### src/rtl/uart_avmm_bridge_pkg.sv
// Shared types and constants for the UART byte-stream to Avalon-MM bridge.
// Includes the byte-wide CRC8 step used by both the receive check and the response generator.
package uart_avmm_pkg;

   typedef enum logic [3:0] {
      S_IDLE,
      S_CMD,
      S_ADDR,
      S_DATA,
      S_CRC,
      S_BUS,
      S_RSP_HDR,
      S_RSP_STAT,
      S_RSP_DATA,
      S_RSP_CRC
   } state_e;

   localparam logic [7:0] CMD_WRITE  = 8'h01;
   localparam logic [7:0] CMD_READ   = 8'h02;
   localparam logic [7:0] ST_OK      = 8'h00;
   localparam logic [7:0] ST_CRC     = 8'h01;
   localparam logic [7:0] ST_TIMEOUT = 8'h02;
   localparam logic [7:0] CRC8_POLY  = 8'h07;

   // MSB-first, no reflection, no final xor.
   function automatic logic [7:0] crc8_byte(input logic [7:0] crc, input logic [7:0] data);
      logic [7:0] c;
      c = crc ^ data;
      for (int i = 0; i < 8; i++) begin
         c = c[7] ? ({c[6:0], 1'b0} ^ CRC8_POLY) : {c[6:0], 1'b0};
      end
      return c;
   endfunction

endpackage

### src/rtl/uart_avmm_bridge_if.sv
// Byte-stream in/out plus Avalon-MM master signals of the bridge.
// The master modport is the bridge side; slave is the UART/interconnect side.
interface uart_avmm_bridge_if #(
   parameter int ADDR_W = 32,
   parameter int DATA_W = 32
);
   logic [7:0]        avsi_data;
   logic              avsi_valid;
   logic              avsi_ready;
   logic [7:0]        avso_data;
   logic              avso_valid;
   logic              avso_ready;
   logic [ADDR_W-1:0] avmm_address;
   logic              avmm_write;
   logic              avmm_read;
   logic [DATA_W-1:0] avmm_writedata;
   logic [DATA_W-1:0] avmm_readdata;
   logic              avmm_waitrequest;

   modport master (
      input  avsi_data, avsi_valid, avso_ready, avmm_readdata, avmm_waitrequest,
      output avsi_ready, avso_data, avso_valid, avmm_address, avmm_write, avmm_read,
             avmm_writedata
   );

   modport slave (
      output avsi_data, avsi_valid, avso_ready, avmm_readdata, avmm_waitrequest,
      input  avsi_ready, avso_data, avso_valid, avmm_address, avmm_write, avmm_read,
             avmm_writedata
   );
endinterface

### src/rtl/uart_avmm_bridge_crc8.sv
// Byte-wide CRC8 accumulator; clr restarts from zero and may coincide with en
// so the first byte of a new sequence is folded in the same cycle.
module uart_crc8
   import uart_avmm_pkg::*;
(
   input  logic       clk,
   input  logic       reset_n,
   input  logic       clr,
   input  logic       en,
   input  logic [7:0] din,
   output logic [7:0] crc
);
   logic [7:0] crc_q, crc_d, base;

   always_comb begin
      base  = clr ? 8'h00 : crc_q;
      crc_d = en ? crc8_byte(base, din) : base;
   end

   always_ff @(posedge clk or negedge reset_n) begin
      if (!reset_n) crc_q <= 8'h00;
      else          crc_q <= crc_d;
   end

   assign crc = crc_q;
endmodule

### src/rtl/uart_avmm_bridge.sv
// UART byte-stream to Avalon-MM master bridge: parses SYNC/CMD/ADDR/DATA/CRC frames,
// runs one bus access per good frame and returns a CRC-protected status response.
module uart_avmm_bridge
   import uart_avmm_pkg::*;
#(
   parameter int         ADDR_W       = 32,
   parameter int         DATA_W       = 32,
   parameter int         BYTE_TIMEOUT = 50_000_000,
   parameter int         BUS_TIMEOUT  = 50_000_000,
   parameter logic [7:0] SYNC_BYTE    = 8'hFF,
   parameter logic [7:0] RSP_BYTE     = 8'hFE
) (
   input logic                clk,
   input logic                reset_n,
   uart_avmm_bridge_if.master bus
);
   localparam int ADDR_B = ADDR_W / 8;
   localparam int DATA_B = DATA_W / 8;
   localparam int MAX_B  = (ADDR_B > DATA_B) ? ADDR_B : DATA_B;
   localparam int CNT_W  = (MAX_B > 1) ? $clog2(MAX_B) : 1;
   localparam int BYT_W  = $clog2(BYTE_TIMEOUT + 1);
   localparam int BUS_W  = $clog2(BUS_TIMEOUT + 1);
   localparam int TMR_W  = (BYT_W > BUS_W) ? BYT_W : BUS_W;

   localparam logic [CNT_W-1:0] ADDR_LAST = CNT_W'(ADDR_B - 1);
   localparam logic [CNT_W-1:0] DATA_LAST = CNT_W'(DATA_B - 1);
   localparam logic [TMR_W-1:0] BYTE_LAST = TMR_W'(BYTE_TIMEOUT - 1);
   localparam logic [TMR_W-1:0] BUS_LAST  = TMR_W'(BUS_TIMEOUT - 1);

   state_e            state_q, state_d;
   logic [CNT_W-1:0]  cnt_q, cnt_d;
   logic [TMR_W-1:0]  tmr_q, tmr_d;
   logic              is_read_q, is_read_d;
   logic [7:0]        status_q, status_d;
   logic [ADDR_W-1:0] addr_q, addr_d;
   logic [DATA_W-1:0] wdata_q, wdata_d;
   logic [DATA_W-1:0] rdata_q, rdata_d;
   logic              wr_q, wr_d;
   logic              rd_q, rd_d;
   logic              si_ready_q, si_ready_d;
   logic              so_valid_q, so_valid_d;
   logic [7:0]        so_data_q, so_data_d;

   logic       in_acc, out_xfer, in_frame;
   logic       rx_clr, rx_en, tx_clr, tx_en;
   logic [7:0] rx_crc, tx_crc, rd_byte_next;

   assign in_acc   = bus.avsi_valid & si_ready_q;
   assign out_xfer = so_valid_q & bus.avso_ready;
   assign in_frame = (state_q == S_CMD) || (state_q == S_ADDR) ||
                     (state_q == S_DATA) || (state_q == S_CRC);

   uart_crc8 u_rx_crc (
      .clk(clk), .reset_n(reset_n), .clr(rx_clr), .en(rx_en),
      .din(bus.avsi_data), .crc(rx_crc)
   );

   // Fed with each status/data byte as it is loaded into the output register,
   // so the running value is complete by the time that byte is taken.
   uart_crc8 u_tx_crc (
      .clk(clk), .reset_n(reset_n), .clr(tx_clr), .en(tx_en),
      .din(so_data_d), .crc(tx_crc)
   );

   always_comb begin
      rd_byte_next = 8'h00;
      for (int i = 1; i < DATA_B; i++) begin
         if (cnt_q == CNT_W'(i - 1)) rd_byte_next = rdata_q[8*i +: 8];
      end
   end

   always_comb begin
      state_d    = state_q;
      cnt_d      = cnt_q;
      tmr_d      = tmr_q;
      is_read_d  = is_read_q;
      status_d   = status_q;
      addr_d     = addr_q;
      wdata_d    = wdata_q;
      rdata_d    = rdata_q;
      wr_d       = wr_q;
      rd_d       = rd_q;
      so_valid_d = so_valid_q;
      so_data_d  = so_data_q;
      rx_clr     = 1'b0;
      rx_en      = 1'b0;
      tx_clr     = 1'b0;
      tx_en      = 1'b0;

      if (in_frame) tmr_d = in_acc ? '0 : tmr_q + 1'b1;

      case (state_q)
         S_IDLE: begin
            if (in_acc && bus.avsi_data == SYNC_BYTE) begin
               state_d = S_CMD;
               rx_clr  = 1'b1;
               tmr_d   = '0;
            end
         end
         S_CMD: begin
            if (in_acc) begin
               rx_en = 1'b1;
               cnt_d = '0;
               if (bus.avsi_data == CMD_WRITE || bus.avsi_data == CMD_READ) begin
                  state_d   = S_ADDR;
                  is_read_d = (bus.avsi_data == CMD_READ);
               end else begin
                  state_d = S_IDLE;
               end
            end
         end
         S_ADDR: begin
            if (in_acc) begin
               rx_en = 1'b1;
               cnt_d = cnt_q + 1'b1;
               for (int i = 0; i < ADDR_B; i++) begin
                  if (cnt_q == CNT_W'(i)) addr_d[8*i +: 8] = bus.avsi_data;
               end
               if (cnt_q == ADDR_LAST) begin
                  cnt_d   = '0;
                  state_d = is_read_q ? S_CRC : S_DATA;
               end
            end
         end
         S_DATA: begin
            if (in_acc) begin
               rx_en = 1'b1;
               cnt_d = cnt_q + 1'b1;
               for (int i = 0; i < DATA_B; i++) begin
                  if (cnt_q == CNT_W'(i)) wdata_d[8*i +: 8] = bus.avsi_data;
               end
               if (cnt_q == DATA_LAST) begin
                  cnt_d   = '0;
                  state_d = S_CRC;
               end
            end
         end
         S_CRC: begin
            if (in_acc) begin
               if (bus.avsi_data == rx_crc) begin
                  state_d = S_BUS;
                  wr_d    = !is_read_q;
                  rd_d    = is_read_q;
                  tmr_d   = '0;
               end else begin
                  state_d    = S_RSP_HDR;
                  status_d   = ST_CRC;
                  so_valid_d = 1'b1;
                  so_data_d  = RSP_BYTE;
               end
            end
         end
         S_BUS: begin
            // A completing access beats a timeout that lands on the same cycle.
            if (!bus.avmm_waitrequest) begin
               if (is_read_q) rdata_d = bus.avmm_readdata;
               wr_d       = 1'b0;
               rd_d       = 1'b0;
               status_d   = ST_OK;
               state_d    = S_RSP_HDR;
               so_valid_d = 1'b1;
               so_data_d  = RSP_BYTE;
            end else if (tmr_q == BUS_LAST) begin
               wr_d       = 1'b0;
               rd_d       = 1'b0;
               status_d   = ST_TIMEOUT;
               state_d    = S_RSP_HDR;
               so_valid_d = 1'b1;
               so_data_d  = RSP_BYTE;
            end else begin
               tmr_d = tmr_q + 1'b1;
            end
         end
         S_RSP_HDR: begin
            if (out_xfer) begin
               state_d   = S_RSP_STAT;
               so_data_d = status_q;
               tx_clr    = 1'b1;
               tx_en     = 1'b1;
            end
         end
         S_RSP_STAT: begin
            if (out_xfer) begin
               if (is_read_q && status_q == ST_OK) begin
                  state_d   = S_RSP_DATA;
                  cnt_d     = '0;
                  so_data_d = rdata_q[7:0];
                  tx_en     = 1'b1;
               end else begin
                  state_d   = S_RSP_CRC;
                  so_data_d = tx_crc;
               end
            end
         end
         S_RSP_DATA: begin
            if (out_xfer) begin
               if (cnt_q == DATA_LAST) begin
                  state_d   = S_RSP_CRC;
                  so_data_d = tx_crc;
               end else begin
                  cnt_d     = cnt_q + 1'b1;
                  so_data_d = rd_byte_next;
                  tx_en     = 1'b1;
               end
            end
         end
         S_RSP_CRC: begin
            if (out_xfer) begin
               state_d    = S_IDLE;
               so_valid_d = 1'b0;
            end
         end
         default: state_d = S_IDLE;
      endcase

      // Silent abandon of a stalled frame; any partial address/data stays latched.
      if (in_frame && !in_acc && tmr_q == BYTE_LAST) state_d = S_IDLE;

      si_ready_d = (state_d == S_IDLE) || (state_d == S_CMD) || (state_d == S_ADDR) ||
                   (state_d == S_DATA) || (state_d == S_CRC);
   end

   always_ff @(posedge clk or negedge reset_n) begin
      if (!reset_n) begin
         state_q    <= S_IDLE;
         cnt_q      <= '0;
         tmr_q      <= '0;
         is_read_q  <= 1'b0;
         status_q   <= 8'h00;
         addr_q     <= '0;
         wdata_q    <= '0;
         rdata_q    <= '0;
         wr_q       <= 1'b0;
         rd_q       <= 1'b0;
         si_ready_q <= 1'b1;
         so_valid_q <= 1'b0;
         so_data_q  <= 8'h00;
      end else begin
         state_q    <= state_d;
         cnt_q      <= cnt_d;
         tmr_q      <= tmr_d;
         is_read_q  <= is_read_d;
         status_q   <= status_d;
         addr_q     <= addr_d;
         wdata_q    <= wdata_d;
         rdata_q    <= rdata_d;
         wr_q       <= wr_d;
         rd_q       <= rd_d;
         si_ready_q <= si_ready_d;
         so_valid_q <= so_valid_d;
         so_data_q  <= so_data_d;
      end
   end

   assign bus.avsi_ready     = si_ready_q;
   assign bus.avso_valid     = so_valid_q;
   assign bus.avso_data      = so_data_q;
   assign bus.avmm_address   = addr_q;
   assign bus.avmm_writedata = wdata_q;
   assign bus.avmm_write     = wr_q;
   assign bus.avmm_read      = rd_q;
endmodule

### src/flat_wrapper.sv
// flat-port wrapper written by rule: the top's interface ports become plain ports
module uart_avmm_bridge_flat import uart_avmm_pkg::*;
#(
   parameter int         ADDR_W       = 32,
   parameter int         DATA_W       = 32,
   parameter int         BYTE_TIMEOUT = 50_000_000,
   parameter int         BUS_TIMEOUT  = 50_000_000,
   parameter logic [7:0] SYNC_BYTE    = 8'hFF,
   parameter logic [7:0] RSP_BYTE     = 8'hFE
)
  (clk, reset_n, bus_avsi_data, bus_avsi_valid, bus_avso_ready, bus_avmm_readdata, bus_avmm_waitrequest, bus_avsi_ready, bus_avso_data, bus_avso_valid, bus_avmm_address, bus_avmm_write, bus_avmm_read, bus_avmm_writedata);
  uart_avmm_bridge_if #(.ADDR_W(ADDR_W), .DATA_W(DATA_W)) bus_i ();
  input logic clk;
  input logic reset_n;
  input wire logic [$bits(bus_i.avsi_data)-1:0] bus_avsi_data;
  input wire logic [$bits(bus_i.avsi_valid)-1:0] bus_avsi_valid;
  input wire logic [$bits(bus_i.avso_ready)-1:0] bus_avso_ready;
  input wire logic [$bits(bus_i.avmm_readdata)-1:0] bus_avmm_readdata;
  input wire logic [$bits(bus_i.avmm_waitrequest)-1:0] bus_avmm_waitrequest;
  output wire logic [$bits(bus_i.avsi_ready)-1:0] bus_avsi_ready;
  output wire logic [$bits(bus_i.avso_data)-1:0] bus_avso_data;
  output wire logic [$bits(bus_i.avso_valid)-1:0] bus_avso_valid;
  output wire logic [$bits(bus_i.avmm_address)-1:0] bus_avmm_address;
  output wire logic [$bits(bus_i.avmm_write)-1:0] bus_avmm_write;
  output wire logic [$bits(bus_i.avmm_read)-1:0] bus_avmm_read;
  output wire logic [$bits(bus_i.avmm_writedata)-1:0] bus_avmm_writedata;
  assign bus_i.avsi_data = bus_avsi_data;
  assign bus_i.avsi_valid = bus_avsi_valid;
  assign bus_i.avso_ready = bus_avso_ready;
  assign bus_i.avmm_readdata = bus_avmm_readdata;
  assign bus_i.avmm_waitrequest = bus_avmm_waitrequest;
  assign bus_avsi_ready = bus_i.avsi_ready;
  assign bus_avso_data = bus_i.avso_data;
  assign bus_avso_valid = bus_i.avso_valid;
  assign bus_avmm_address = bus_i.avmm_address;
  assign bus_avmm_write = bus_i.avmm_write;
  assign bus_avmm_read = bus_i.avmm_read;
  assign bus_avmm_writedata = bus_i.avmm_writedata;
  uart_avmm_bridge #(.ADDR_W(ADDR_W), .DATA_W(DATA_W), .BYTE_TIMEOUT(BYTE_TIMEOUT), .BUS_TIMEOUT(BUS_TIMEOUT), .SYNC_BYTE(SYNC_BYTE), .RSP_BYTE(RSP_BYTE)) u_core (.clk(clk), .reset_n(reset_n), .bus(bus_i));
endmodule
### config.mk
export PLATFORM = sky130hd
export DESIGN_NAME = uart_avmm_bridge_flat
export DESIGN_NICKNAME = d
export VERILOG_FILES = /design/src/rtl/uart_avmm_bridge_pkg.sv /design/src/rtl/uart_avmm_bridge_if.sv /design/src/rtl/uart_avmm_bridge_crc8.sv /design/src/rtl/uart_avmm_bridge.sv /design/src/flat_wrapper.sv
export SDC_FILE = /design/constraint.sdc
export NUM_CORES = 1
export LEC_CHECK = 0
export BUFFER_PORTS_ARGS = -buffer_cell sky130_fd_sc_hd__buf_2
export CAP_MARGIN = 20
export CORE_MARGIN = 3
export CORE_UTILIZATION = 58
export DETAILED_ROUTE_END_ITERATION = 7
export GPL_TIMING_DRIVEN = 1
export PLACE_DENSITY_LB_ADDON = 0.3
export SYNTH_ARGS = -nofsm -noshare
export SYNTH_HDL_FRONTEND = slang
export SYNTH_SLANG_ARGS = --single-unit
### constraint.sdc
create_clock -name clk -period 8.4 [get_ports clk]
set_input_delay 1.68 -clock clk [delete_from_list [all_inputs] [get_ports clk]]
set_output_delay 1.68 -clock clk [all_outputs]
set_load 0.01 [all_outputs]
==> results of run 1 <==
==> state kept, by name (all words and copies together) (netlist names) <==
register	flops
u_core.bus.avmm_writedata	32
u_core.bus.avso_data	8
u_core.u_tx_crc.crc	8
u_core.state_q	4
u_core.bus.avmm_read	1
u_core.status_q	2
u_core.cnt_q	2
u_core.bus.avmm_address	32
u_core.tmr_q	26
u_core.is_read_q	1
u_core.bus.avsi_ready	1
u_core.bus.avmm_write	1
u_core.u_rx_crc.crc	8
u_core.bus.avso_valid	1
u_core.rdata_q	32
==> layout make-up <==
class,count,area (um^2)
fill,1058,4360
multi-input combinational,601,4070
sequential,159,3980
timing repair buffer,127,659
clock buffer,17,425
tap,180,225
clock inverter,15,193
inverter,20,75.1
==> per-stage QoR <==
step	hold WS, ns	utilization	total power [mW]	worst slack, ns
final	0.480	0.688	1.60	4.27
after global routing	0.508	0.688	1.65	4.12
after CTS	0.485	0.688	1.61	4.28
after detailed placement	0.463	0.644	0.835	3.83
after global placement	0.460	0.644	0.834	3.87
after floorplan	0.439	-	0.803	4.17
==> cells in the mapped netlist, types with 3 or more instances <==
| library cell | instances | area, um^2 |
|---|---|---|
| nor3_1 | 13 | 65.1 |
| and2_1 | 4 | 25.0 |
| nor2_1 | 48 | 180 |
| a221oi_1 | 7 | 61.3 |
| xnor2_1 | 18 | 158 |
| ha_1 | 5 | 62.6 |
| o311ai_0 | 3 | 26.3 |
| buf_1 | 7 | 26.3 |
| mux2i_1 | 11 | 110 |
| o22ai_1 | 6 | 37.5 |
| o31ai_1 | 12 | 90.1 |
| nor4_1 | 7 | 43.8 |
| xor2_1 | 25 | 219 |
| a211o_1 | 3 | 26.3 |
| and3_1 | 12 | 75.1 |
| or3_1 | 6 | 37.5 |
| a21oi_1 | 40 | 200 |
| nor2b_1 | 6 | 37.5 |
| nand3_1 | 25 | 125 |
| nor4b_1 | 3 | 26.3 |
| nand2b_1 | 7 | 43.8 |
| a211oi_1 | 4 | 30.0 |
| mux2_2 | 82 | 923 |
| nand4_1 | 5 | 31.3 |
| o21ai_0 | 84 | 420 |
| buf_2 | 3 | 15.0 |
| a31oi_1 | 7 | 43.8 |
| dfrtp_1 | 158 | 3950 |
| a21o_1 | 12 | 90.1 |
| buf_6 | 3 | 33.8 |
| clkbuf_1 | 38 | 143 |
| nand2_1 | 98 | 368 |
| inv_1 | 20 | 75.1 |
==> power by group through the flow <==
stage	combinational (mW)	clock [mW]	sequential (mW)
final	0.0541	0.782	0.766
after global placement	0.0540	0	0.780
after floorplan	0.0222	0	0.781
after detailed placement	0.0545	0	0.780
after CTS	0.0550	0.792	0.766
after global routing	0.0610	0.821	0.765
==> worst register-to-register path: cells and delay by family (launching register included) <==
family | cells | cell delay, ns
flops | 1 | 0.76
simple gates | 3 | 1.31
xor+xnor | 2 | 0.82
compound gates | 3 | 0.54
==> metal layers <==
metal | global-route usage | part of all wire | vias to the layer above
met4 | 0.0921 | 0.019 | 0
met1 | 0.373 | 0.45 | 3351
met5 | 0 | 0 | -
met3 | 0.0509 | 0.065 | 31
met2 | 0.410 | 0.47 | 262
li1 | - | - | 3171
==> how the worst max path moves through the flow <==
stage / start / end / slack (ns) / cells past startpoint
after floorplan: bus_avsi_data[3] / u_core.u_tx_crc.crc[2] / 4.17 / 9
after global placement: bus_avsi_data[7] / u_core.u_tx_crc.crc[2] / 3.87 / 9
after detailed placement: bus_avsi_data[7] / u_core.u_tx_crc.crc[2] / 3.83 / 9
after CTS: bus_avsi_data[7] / u_core.u_tx_crc.crc[2] / 4.28 / 9
after global routing: bus_avsi_data[7] / u_core.u_tx_crc.crc[2] / 4.12 / 9
final: bus_avsi_data[7] / u_core.u_tx_crc.crc[2] / 4.27 / 9
==> placed cells by master, fill, tap and decap left out, types with 3 or more instances in the layout <==
master     synthesis  layout
xor2_1            25      25
clkinv_8           0       7
o22ai_1            6       6
nand2b_1           7       7
o21ai_0           84      84
a221oi_1           7       7
nor2_1            48      48
buf_2              3     119
ha_1               5       5
a21o_1            12      12
dfrtp_1          158     158
clkbuf_16          0      17
mux2_2            82      82
nand2_1           98      98
nor3_1            13      13
nand3_1           25      25
nand4_1            5       5
nor4b_1            3       3
inv_1             20      20
a211o_1            3       3
a211oi_1           4       4
nor4_1             7       7
inv_8              0       4
xnor2_1           18      18
and2_1             4       4
buf_4              0       7
nor2b_1            6       6
a31oi_1            7       7
and3_1            12      12
o31ai_1           12      12
or3_1              6       6
mux2i_1           11      11
o311ai_0           3       3
a21oi_1           40      40
==> cells by family (layout without fill, tap and decap cells) <==
| logic type | after synthesis | after routing | synth area share |
|---|---|---|---|
| multiplexers | 93 | 93 | 0.124 |
| buffers and inverters | 72 | 179 | 0.0357 |
| AO/OA/AOI/OAI | 205 | 205 | 0.155 |
| XOR/XNOR | 46 | 46 | 0.0534 |
| AND/OR/NAND/NOR | 252 | 252 | 0.147 |
| flip-flops | 159 | 159 | 0.477 |
| adder cells (fa/ha/maj) | 5 | 5 | 0.00750 |
==> flow_summary.ini, run 1 <==
[routing]
drc = 0
wirelength_mm = 20.5
ant_nets = 0
firstDrtPassIters = 5
drt-vias-per-instance = 6.09
vias = 6815
drt-initial-drc-count = 559
wire_per_inst_um = 18.4

[synthesis]
syn_area_per_cell_um2 = 10.0
ys.flop_type = dfrtp_1
ys_ff_latch = 159
synth-edff-count = 0
synth.distinct_cells = 73
synthArstFlopShare = 1.00
synthCells = 832
syn_area_um2 = 8340
syn_nets = 882
ys_seq_area_frac = 0.477
yosys_warnings = 0

[worst_setup_path]
crit_arrival_ns = 4.45
cp_max_fo = 11
required_ns = 8.72
r2r_slack_ns = 4.85
crit_type = input pin to flop
r2r_cells = 8
crit_chain = buf_2 > xor2_1 > nor4_2 > a211oi_2 > o41ai_2 > a21oi_2 > xnor3_2 > xnor3_1 > a221o_1
cpLargestDelayFamily = compound AO/OA/AOI/OAI gates
path_buf_inv = 1
reg2reg_to = u_core.u_tx_crc.crc[2]
slowest_stage = nor4_2
timing.rr.start = u_core.state_q[3]
start_kind = input pin
cp-end-kind = flop
critPathMaxStageDelay_ns = 0.48

[flow_run]
max-cap-violations = 0

[clocking]
holdBufCountCts = 0
cts.clk_slew.worst_paths_ns = 0.07
numCtsBuffers = 17
clk_path_buf_depth = 2
root_buffer = clkbuf_16
clock_latency_ns = 0.45
clkSinkCount = 159
ctsResizeCount = 0
cts_tree = built
post-cts-setup-buffers = 0
cts_max_level = 4

[placed_design]
gp_congestion = 0.915
place_area_um2 = 9010
port_buffers = 120
hpwlAfterDp_mm = 14.0
dp.cells = 1087

[timing]
finalCriticalPeriod_ns = 4.13
finalSetupViolations = 0
grt_setup_unrepaired = no
maxSlewHeadroom = 0.279
skew_ns = 0.0149
final.setup.tns_ns = 0
slew_violations = 0
tightestPinTransition_ns = 1.08
fmax_mhz = 242
hold_viol = 0
fin_crit_sh = 0.492

[global_route]
grt_pass1_vias = 6661
antenna_found_initial = 0
grt_usage = 0.264
grt_pass1_wl_mm = 33.8
grt-ovfl-total = 0
grt_max_degree = 91

[layout]
syn2layout_area_growth_pct = 15.4
final_layout_size_suffix_gt1_frac = 0.276
post-route-cell-area_um2 = 9620
stdcell_count = 1119
fin_nets = 976
antenna-diode-count = 0

[power]
ir_drop_v = 0.000134
internal_power_mw = 1.19
p_per_area_nw_per_um2 = 166
power_leakage_nw = 4.76
power_frac_comb = 0.034
power_frac_seq = 0.478
p_clk_frac = 0.488
swShare = 0.259
switchingPower_mw = 0.415

[floorplan]
die-area_um2 = 15900
start_util = 0.596
die_w_um = 126
fp-row-count = 43
die_h_um = 126
coreArea_um2 = 14000
pin_count = 121

[hold_path]
min_to = u_core.tmr_q[15]
hold_depth = 1
worstHoldStart = u_core.tmr_q[15]
hp-class = flop to flop

[outcome]
status = finished clean
No activity file was read; power rests on OpenSTA's default activity.
==> inputs of run 2 (changes only) <==
==> constraint.sdc (replaced) <==
create_clock -name clk -period 3.8 [get_ports clk]
set_input_delay 0.76 -clock clk [delete_from_list [all_inputs] [get_ports clk]]
set_output_delay 0.76 -clock clk [all_outputs]
set_load 0.01 [all_outputs]
==> flow_summary.ini, run 2 (same netlist as run 1, synthesis figures left out) <==
[outcome]
status = finished clean

[layout]
post-route-cell-area_um2 = 9710
fin_nets = 994
syn2layout_area_growth_pct = 16.4
fill_cells = 1050
final_cell_mix = 158 x dfrtp_1, 119 x buf_2, 98 x nand2_1
stdcell_count = 1137
final_common_cell = dfrtp_1
antenna-diode-count = 0
final_layout_size_suffix_gt1_frac = 0.288

[timing]
finalSetupViolations = 0
fin_crit_sh = 0.913
skew_ns = 0.00681
hold_viol = 0
slew_violations = 0
tightestPinTransition_ns = 0.983
fmax_mhz = 288
final.setup.tns_ns = 0
grt_setup_unrepaired = no
maxSlewHeadroom = 0.340
finalCriticalPeriod_ns = 3.47

[power]
p_per_area_nw_per_um2 = 354
power_mw = 3.44
power_leakage_nw = 4.83
ir_drop_v = 0.000384

[clocking]
root_buffer = clkbuf_16
cts.clk_slew.worst_paths_ns = 0.07
clock_latency_ns = 0.43
ctsResizeCount = 0
holdBufCountCts = 0
cts_tree = built
clk_path_buf_depth = 2
numCtsBuffers = 17
clkSinkCount = 159
cts_max_level = 4
post-cts-setup-buffers = 0

[worst_setup_path]
crit_arrival_ns = 3.78
cp_max_fo = 12
timing.rr.start = u_core.cnt_q[1]
start_kind = flop
cp-end-kind = flop
crit_type = flop to flop
required_ns = 4.11
reg2reg_to = u_core.u_tx_crc.crc[2]
r2r_slack_ns = 0.33
r2r_cells = 10

[routing]
wirelength_mm = 20.8
vias = 6931
drt-vias-per-instance = 6.10
drc = 0
firstDrtPassIters = 6
drt-initial-drc-count = 739
wire_per_inst_um = 18.3
ant_nets = 0

[floorplan]
die-area_um2 = 15900
die_w_um = 126
die_h_um = 126
coreArea_um2 = 14000
fp-row-count = 43
start_util = 0.596
pin_count = 121

[placed_design]
place_area_um2 = 9150
gp_congestion = 0.899
hpwlAfterDp_mm = 14.2
port_buffers = 120
dp.cells = 1105

[global_route]
grt_max_degree = 93
grt_pass1_wl_mm = 33.9
grt-ovfl-total = 0
grt_usage = 0.264
antenna_found_initial = 0
grt_pass1_vias = 6673

[flow_run]
max-cap-violations = 0

[hold_path]
hp-class = input pin to async pin
## run 2: metrics by stage
step,utilization,hold WS (ns),worst slack (ns)
after global routing,0.694,0.471,0.219
after detailed placement,0.654,0.475,0.275
after CTS,0.694,0.452,0.422
after global placement,0.654,0.457,0.385
final,0.694,0.406,0.330
after floorplan,-,0.439,0.486
## run 2: routing by layer
metal	part of all wire	wire length [um]	track usage
met3	0.074	1550	0.0691
met5	0	0	0
met4	0.020	414	0.0864
met2	0.48	9920	0.417
met1	0.43	8930	0.357
## run 2: layout make-up
| type | count | area (um^2) | area share |
|---|---|---|---|
| Timing Repair Buffer | 145 | 807 | 0.0832 |
| Clock inverter | 14 | 123 | 0.0126 |
| Multi-Input combinational cell | 601 | 4070 | 0.419 |
| Tap cell | 180 | 225 | 0.0232 |
| Clock buffer | 18 | 429 | 0.0442 |
| Sequential cell | 159 | 3980 | 0.410 |
| Inverter | 20 | 75.1 | 0.00773 |
## run 2: worst max-delay path by stage
stage	startpoint	end	slack, ns
6_report	u_core.cnt_q[1]	u_core.u_tx_crc.crc[2]	0.33
5_1_grt	u_core.cnt_q[1]	u_core.u_tx_crc.crc[2]	0.22
4_1_cts	u_core.cnt_q[1]	u_core.u_tx_crc.crc[2]	0.42
3_5_place_dp	bus_avsi_data[5]	u_core.u_tx_crc.crc[2]	0.28
3_3_place_gp	bus_avsi_data[5]	u_core.u_tx_crc.crc[2]	0.39
2_1_floorplan	bus_avsi_data[3]	u_core.u_tx_crc.crc[2]	0.49
## run 2: worst max-delay path: stages (launching register included)
cell and delay, ns:
dfrtp_1 0.40, inv_1 0.10, ha_1 0.41, nor2b_1 0.23, a221oi_1 0.34, nor3_1 0.11, o21ai_0 0.29, o2111ai_1 0.24
xnor3_2 0.49, xnor3_1 0.39, a221o_1 0.34
## run 2: power breakdown
group,switching [mW],internal (mW)
sequential,0.000809,1.69
combinational,0.0858,0.0445
clock,0.757,0.860
total,0.843,2.60
